File: config.mk
export PLATFORM = sky130hd
export DESIGN_NAME = hex_scan_display
export DESIGN_NICKNAME = d
export VERILOG_FILES = /design/src/rtl/hex_scan_display.sv
export SDC_FILE = /design/constraint.sdc
export NUM_CORES = 1
export LEC_CHECK = 0
export ABC_AREA = 1
export BUFFER_PORTS_ARGS = -buffer_cell sky130_fd_sc_hd__buf_2
export CORE_MARGIN = 2
export CORE_UTILIZATION = 40
export CTS_CLUSTER_SIZE = 8
export DETAILED_ROUTE_END_ITERATION = 10
export PLACE_DENSITY = 0.67
export SKIP_LAST_GASP = 1
export SLEW_MARGIN = 25
export SYNTH_ARGS = -nofsm -noshare
export SYNTH_HDL_FRONTEND = slang
export SYNTH_SLANG_ARGS = --single-unit
File: constraint.sdc
create_clock -name Clock -period 4.4 [get_ports Clock]
set_input_delay 0.44 -clock Clock [delete_from_list [all_inputs] [get_ports Clock]]
set_output_delay 0.44 -clock Clock [all_outputs]
set_load 0.03 [all_outputs]
File: src/rtl/hex_scan_display.sv
// hex_scan_display: multi-digit hexadecimal seven-segment driver.
//
// A Load commits Value into a shadow register; the digit registers are then
// updated one digit per cycle (digit 0 first) while Busy is high. Each digit
// is decoded to active-low segments and may be blanked by a free-running
// blink phase when its Blink_mask bit is set.
//
// Optional feature: define HEX_SCAN_DISPLAY_LZB_EN to enable leading-zero
// blanking (digits above digit 0 that are zero, with all higher digits also
// zero, are blanked). Without the macro every digit always displays.
module hex_scan_display #(
  parameter int DIGITS    = 6,
  parameter int BLINK_DIV = 25000000
) (
  input  logic                  Clock,
  input  logic                  Resetn,
  input  logic                  Load,
  input  logic [4*DIGITS-1:0]   Value,
  input  logic [DIGITS-1:0]     Blink_mask,
  output logic                  Busy,
  output logic [4*DIGITS-1:0]   Shown,
  output logic [7*DIGITS-1:0]   HEX
);

  localparam int IW = (DIGITS > 1) ? $clog2(DIGITS) : 1;
  localparam int CW = $clog2(BLINK_DIV);
  localparam logic [IW-1:0] LAST_IDX = IW'(DIGITS - 1);
  localparam logic [CW-1:0] CNT_MAX  = CW'(BLINK_DIV - 1);

  typedef enum logic {
    IDLE  = 1'b0,
    WRITE = 1'b1
  } state_e;

  state_e              state_q, state_d;
  logic                busy_q, busy_d;
  logic [IW-1:0]       idx_q, idx_d;
  logic [4*DIGITS-1:0] shadow_q, shadow_d;
  logic [4*DIGITS-1:0] digits_q, digits_d;
  logic [CW-1:0]       blink_cnt_q, blink_cnt_d;
  logic                blink_phase_q, blink_phase_d;

  // Active-low segment pattern for one hex nibble (bit 0 = a ... bit 6 = g).
  function automatic logic [6:0] decode_hex(input logic [3:0] nib);
    logic [6:0] seg;
    case (nib)
      4'h0: seg = 7'h40;
      4'h1: seg = 7'h79;
      4'h2: seg = 7'h24;
      4'h3: seg = 7'h30;
      4'h4: seg = 7'h19;
      4'h5: seg = 7'h12;
      4'h6: seg = 7'h02;
      4'h7: seg = 7'h78;
      4'h8: seg = 7'h00;
      4'h9: seg = 7'h10;
      4'hA: seg = 7'h08;
      4'hB: seg = 7'h03;
      4'hC: seg = 7'h46;
      4'hD: seg = 7'h21;
      4'hE: seg = 7'h06;
      default: seg = 7'h0E;
    endcase
    return seg;
  endfunction

  // Next-state logic for the load/write sequencer.
  always_comb begin
    // NOTE: every signal gets a default first so no path leaves it unassigned (no latch).
    state_d  = state_q;
    busy_d   = busy_q;
    idx_d    = idx_q;
    shadow_d = shadow_q;
    digits_d = digits_q;
    case (state_q)
      IDLE: begin
        if (Load) begin
          shadow_d = Value;
          idx_d    = '0;
          state_d  = WRITE;
          busy_d   = 1'b1;
        end
      end
      WRITE: begin
        digits_d[4*int'(idx_q) +: 4] = shadow_q[4*int'(idx_q) +: 4];
        if (idx_q == LAST_IDX) begin
          idx_d   = '0;
          state_d = IDLE;
          busy_d  = 1'b0;
        end else begin
          idx_d = idx_q + IW'(1);
        end
      end
      default: begin
        state_d = IDLE;
        busy_d  = 1'b0;
      end
    endcase
  end

  // Free-running blink divider, independent of the load sequencer.
  always_comb begin
    blink_cnt_d   = (blink_cnt_q == CNT_MAX) ? '0 : blink_cnt_q + CW'(1);
    blink_phase_d = blink_phase_q ^ (blink_cnt_q == CNT_MAX);
  end

  // State registers; reset aborts any update in progress.
  always_ff @(posedge Clock or negedge Resetn) begin
    if (!Resetn) begin
      // NOTE: the digit and shadow registers are reset too, because the display must read 0 after reset.
      state_q       <= IDLE;
      busy_q        <= 1'b0;
      idx_q         <= '0;
      shadow_q      <= '0;
      digits_q      <= '0;
      blink_cnt_q   <= '0;
      blink_phase_q <= 1'b0;
    end else begin
      // NOTE: non-blocking assignments so every flop samples pre-edge values.
      state_q       <= state_d;
      busy_q        <= busy_d;
      idx_q         <= idx_d;
      shadow_q      <= shadow_d;
      digits_q      <= digits_d;
      blink_cnt_q   <= blink_cnt_d;
      blink_phase_q <= blink_phase_d;
    end
  end

  assign Busy  = busy_q;
  assign Shown = digits_q;

  // Segment output: decode each digit register, then apply blink and blanking.
  always_comb begin
`ifdef HEX_SCAN_DISPLAY_LZB_EN
    logic zero_run;
    zero_run = 1'b1;
`endif
    HEX = '1;
    for (int k = DIGITS - 1; k >= 0; k--) begin
      logic blank;
      blank = Blink_mask[k] & blink_phase_q;
`ifdef HEX_SCAN_DISPLAY_LZB_EN
      // zero_run stays high while this digit and every digit above it are zero.
      zero_run = zero_run & (digits_q[4*k +: 4] == 4'h0);
      if ((k > 0) && zero_run) blank = 1'b1;
`endif
      HEX[7*k +: 7] = blank ? 7'h7F : decode_hex(digits_q[4*k +: 4]);
    end
  end

endmodule

==> results.sh <==
export IMPL_diodes=0
export IMPL_clkPwrFrac_pct=15.3
export IMPL_finalHoldViolCount=0
export IMPL_core_area_um2=13200
export IMPL_synth_cells=722
export IMPL_worst_slew_pin_slew_ns=0.692
export IMPL_post_cts_resized=0
export IMPL_finalCritPeriodShare_pct=50.6
export IMPL_drive_gt1_share_pct=17.1
export IMPL_r2r_start="idx_q[1]$_DFFE_PN0P_"
export IMPL_vias_per_cell=4.85
export IMPL_clk_path_buf_depth=2
export IMPL_grt_first_pass_wirelength_um=20600
export IMPL_cts_buffers_inserted=9
export IMPL_num_vias=4814
export IMPL_clkTransAtPathRegs_ns=0.06
export IMPL_die_w_um=120
export IMPL_critPathLaunchType="flip-flop"
export IMPL_synth_area_leaders="dfrtp_1 37%, nand2_1 12%, ha_1 10%, inv_1 7.1%, o21ai_0 4.9%"
export IMPL_synth_seq_cells=79
export IMPL_die_h_um=120
export IMPL_ys_seq_area_share_pct=36.8
export IMPL_synth_nets=799
export IMPL_grt_antenna_before_repair=0
export IMPL_p_leak_nw=3.17
export IMPL_num_nets_final=889
export IMPL_final_common_cell="nand2_1"
export IMPL_dpl_hpwl_um=9160
export IMPL_clk_latency_ns=0.34
export IMPL_power_switching_mw=2.48
export IMPL_first_iter_violations=248
export IMPL_first_pass_iters=4
export IMPL_worstSetupEndpointType="primary output"
export IMPL_pin_count=100
export IMPL_pwr_share_comb_pct=58.6
export IMPL_cts_num_sinks=79
export IMPL_wl_um=12200
export IMPL_dieArea_um2=14400
export IMPL_postCtsHoldBufs=0
export IMPL_drc_errors=0
export IMPL_ir_drop_mv=0.286
export IMPL_ant_nets=0
export IMPL_port_buffers=99
export IMPL_max_cap_violations=0
export IMPL_critPathKind="flip-flop to primary output"
export IMPL_wl_per_cell_um=12.2
export IMPL_p_int_mw=2.16
export IMPL_slew_violations=0
export IMPL_grt_use_total_pct=17.3
export IMPL_fin_setup_tns_ns=0
export IMPL_p_seq_share_pct=26.1
export IMPL_cts_tree="done"
export IMPL_row_count=42
export IMPL_syn_cell_area_um2=5370
export IMPL_swShare_pct=53.4
export IMPL_status="completed"
export IMPL_worst_ep_arrival_time_ns=1.79
export IMPL_preCtsSetupSlack_ns=2.39
export IMPL_grt_max_degree=80
export IMPL_worst_slack_ns=2.17
export IMPL_ys_warn_count=0
export IMPL_crit_required_ns=3.96
export IMPL_grt_pass1_vias=4507
export IMPL_min_period_ns=2.23
export IMPL_maxSlewHeadroom_pct=53.9
export IMPL_setup_violations=0
export IMPL_postCtsSetupRepairBufs=0
export IMPL_layout_common_cells="178 x nand2_1, 101 x inv_1, 98 x buf_2"
export IMPL_synth_area_per_cell_um2=7.43
export IMPL_h_tree_depth=3
export IMPL_worst_r2r_path_depth=8
export IMPL_synth_cell_types=34
export IMPL_routabilityCongestion=0.860
export IMPL_synth_top_area_share_pct=36.8
export IMPL_fmax_mhz=449
export IMPL_cp_startpoint="Shown[5]$_DFFE_PN0P_"
export IMPL_grt_setup_unrepaired="no"
export IMPL_hold_class="primary input to asynchronous set/reset pin"
export IMPL_root_buffer="clkbuf_16"
export IMPL_synth_top_area_cell="dfrtp_1"
export IMPL_fin_skew_ns=0.00502
export IMPL_pwr_density_cell_nw_per_um2=738
export IMPL_grt_overflow=0
export IMPL_syn_to_final_growth_pct=17.2
export IMPL_worstPathMaxFanout=8
export IMPL_initial_core_util_pct=40.7
[worst paths after layout]
check	to	slack (ns)
hold / removal	blink_cnt_q[4]$_DFF_PN0_	0.13
min in group Clock	shadow_q[13]$_DFFE_PN0P_	0.30
max in group asynchronous	Shown[10]$_DFFE_PN0P_	3.80
hold reg to reg	shadow_q[18]$_DFFE_PN0P_	0.47
setup / recovery	HEX[7]	2.17
setup reg to reg	Shown[0]$_DFFE_PN0P_	2.38
[Yosys cell counts (all sizes together)]
cell       n
xnor2      6
nand3     54
a21oi      6
buf        7
nor3      13
o21bai     2
clkinv     1
nand2    181
a31oi      2
ha        44
o21ai     59
and2       1
xor2      17
dfrtp     79
inv      109
nand4      9
nor4       1
or2        1
clkbuf    15
nor2      69
o311ai     2
o2111ai    4
o211ai    31
o22ai      9
[layer usage]
| layer | vias up | global-route usage (%) | part of all wire (%) |
|---|---|---|---|
| met2 | 97 | 27.9 | 46 |
| li1 | 2510 | - | - |
| met3 | 11 | 2.90 | 4.1 |
| met4 | 0 | 4.93 | 1.1 |
| met5 | - | 0 | 0 |
| met1 | 2196 | 24.2 | 49 |
[worst max-delay path, stage by stage (launching register included)]
cell and delay (ns):
dfrtp_1 0.47, inv_1 0.14, ha_1 0.15, inv_1 0.06
nor3_1 0.23, a31oi_1 0.07, o2111ai_1 0.09, buf_2 0.23
[cell families (layout without fill, tap and decap cells)]
| family | after synthesis | count (layout) | synth area share [%] |
|---|---|---|---|
| AOI/OAI and AO/OA | 115 | 115 | 12.9 |
| xor gates and xnor gates | 23 | 23 | 3.75 |
| adders and majority gates | 44 | 44 | 10.3 |
| buffers and inverters | 132 | 227 | 9.56 |
| DFF | 79 | 79 | 36.8 |
| and+or+nand+nor | 329 | 329 | 26.7 |
[sequential cells by signal, summed over array words and instances, names as in the netlist]
name,count
blink_phase_q,1
state_q,1
Shown,24
Busy,1
shadow_q,24
blink_cnt_q,25
idx_q,3
[final cells by class]
type / count / area [um2]
sequential: 79 / 1980
fill: 1329 / 6900
clock buffer: 12 / 256
multi-input combinational: 511 / 2880
timing repair buffer: 101 / 517
clock inverter: 4 / 30.0
tap: 176 / 220
inverter: 110 / 413
[stage by stage]
step	utilization, %	cells	area, um2	hold WS [ns]	total power, mW
6_report	47.7	993	6290	0.131	4.64
3_3_place_gp	45.5	977	6000	0.449	3.93
2_1_floorplan	-	722	5370	0.144	3.23
3_5_place_dp	45.5	977	6000	0.464	3.95
5_1_grt	47.7	993	6290	0.202	5.01
4_1_cts	47.7	993	6290	0.293	4.67
[power by group through the flow]
stage / clock (mW) / sequential [mW] / combinational (mW)
2_1_floorplan: 0 / 1.30 / 1.92
3_3_place_gp: 0 / 1.22 / 2.71
3_5_place_dp: 0 / 1.22 / 2.73
4_1_cts: 0.722 / 1.21 / 2.74
5_1_grt: 0.759 / 1.25 / 3.01
6_report: 0.710 / 1.21 / 2.72
Power figures use the tool's default switching activity.
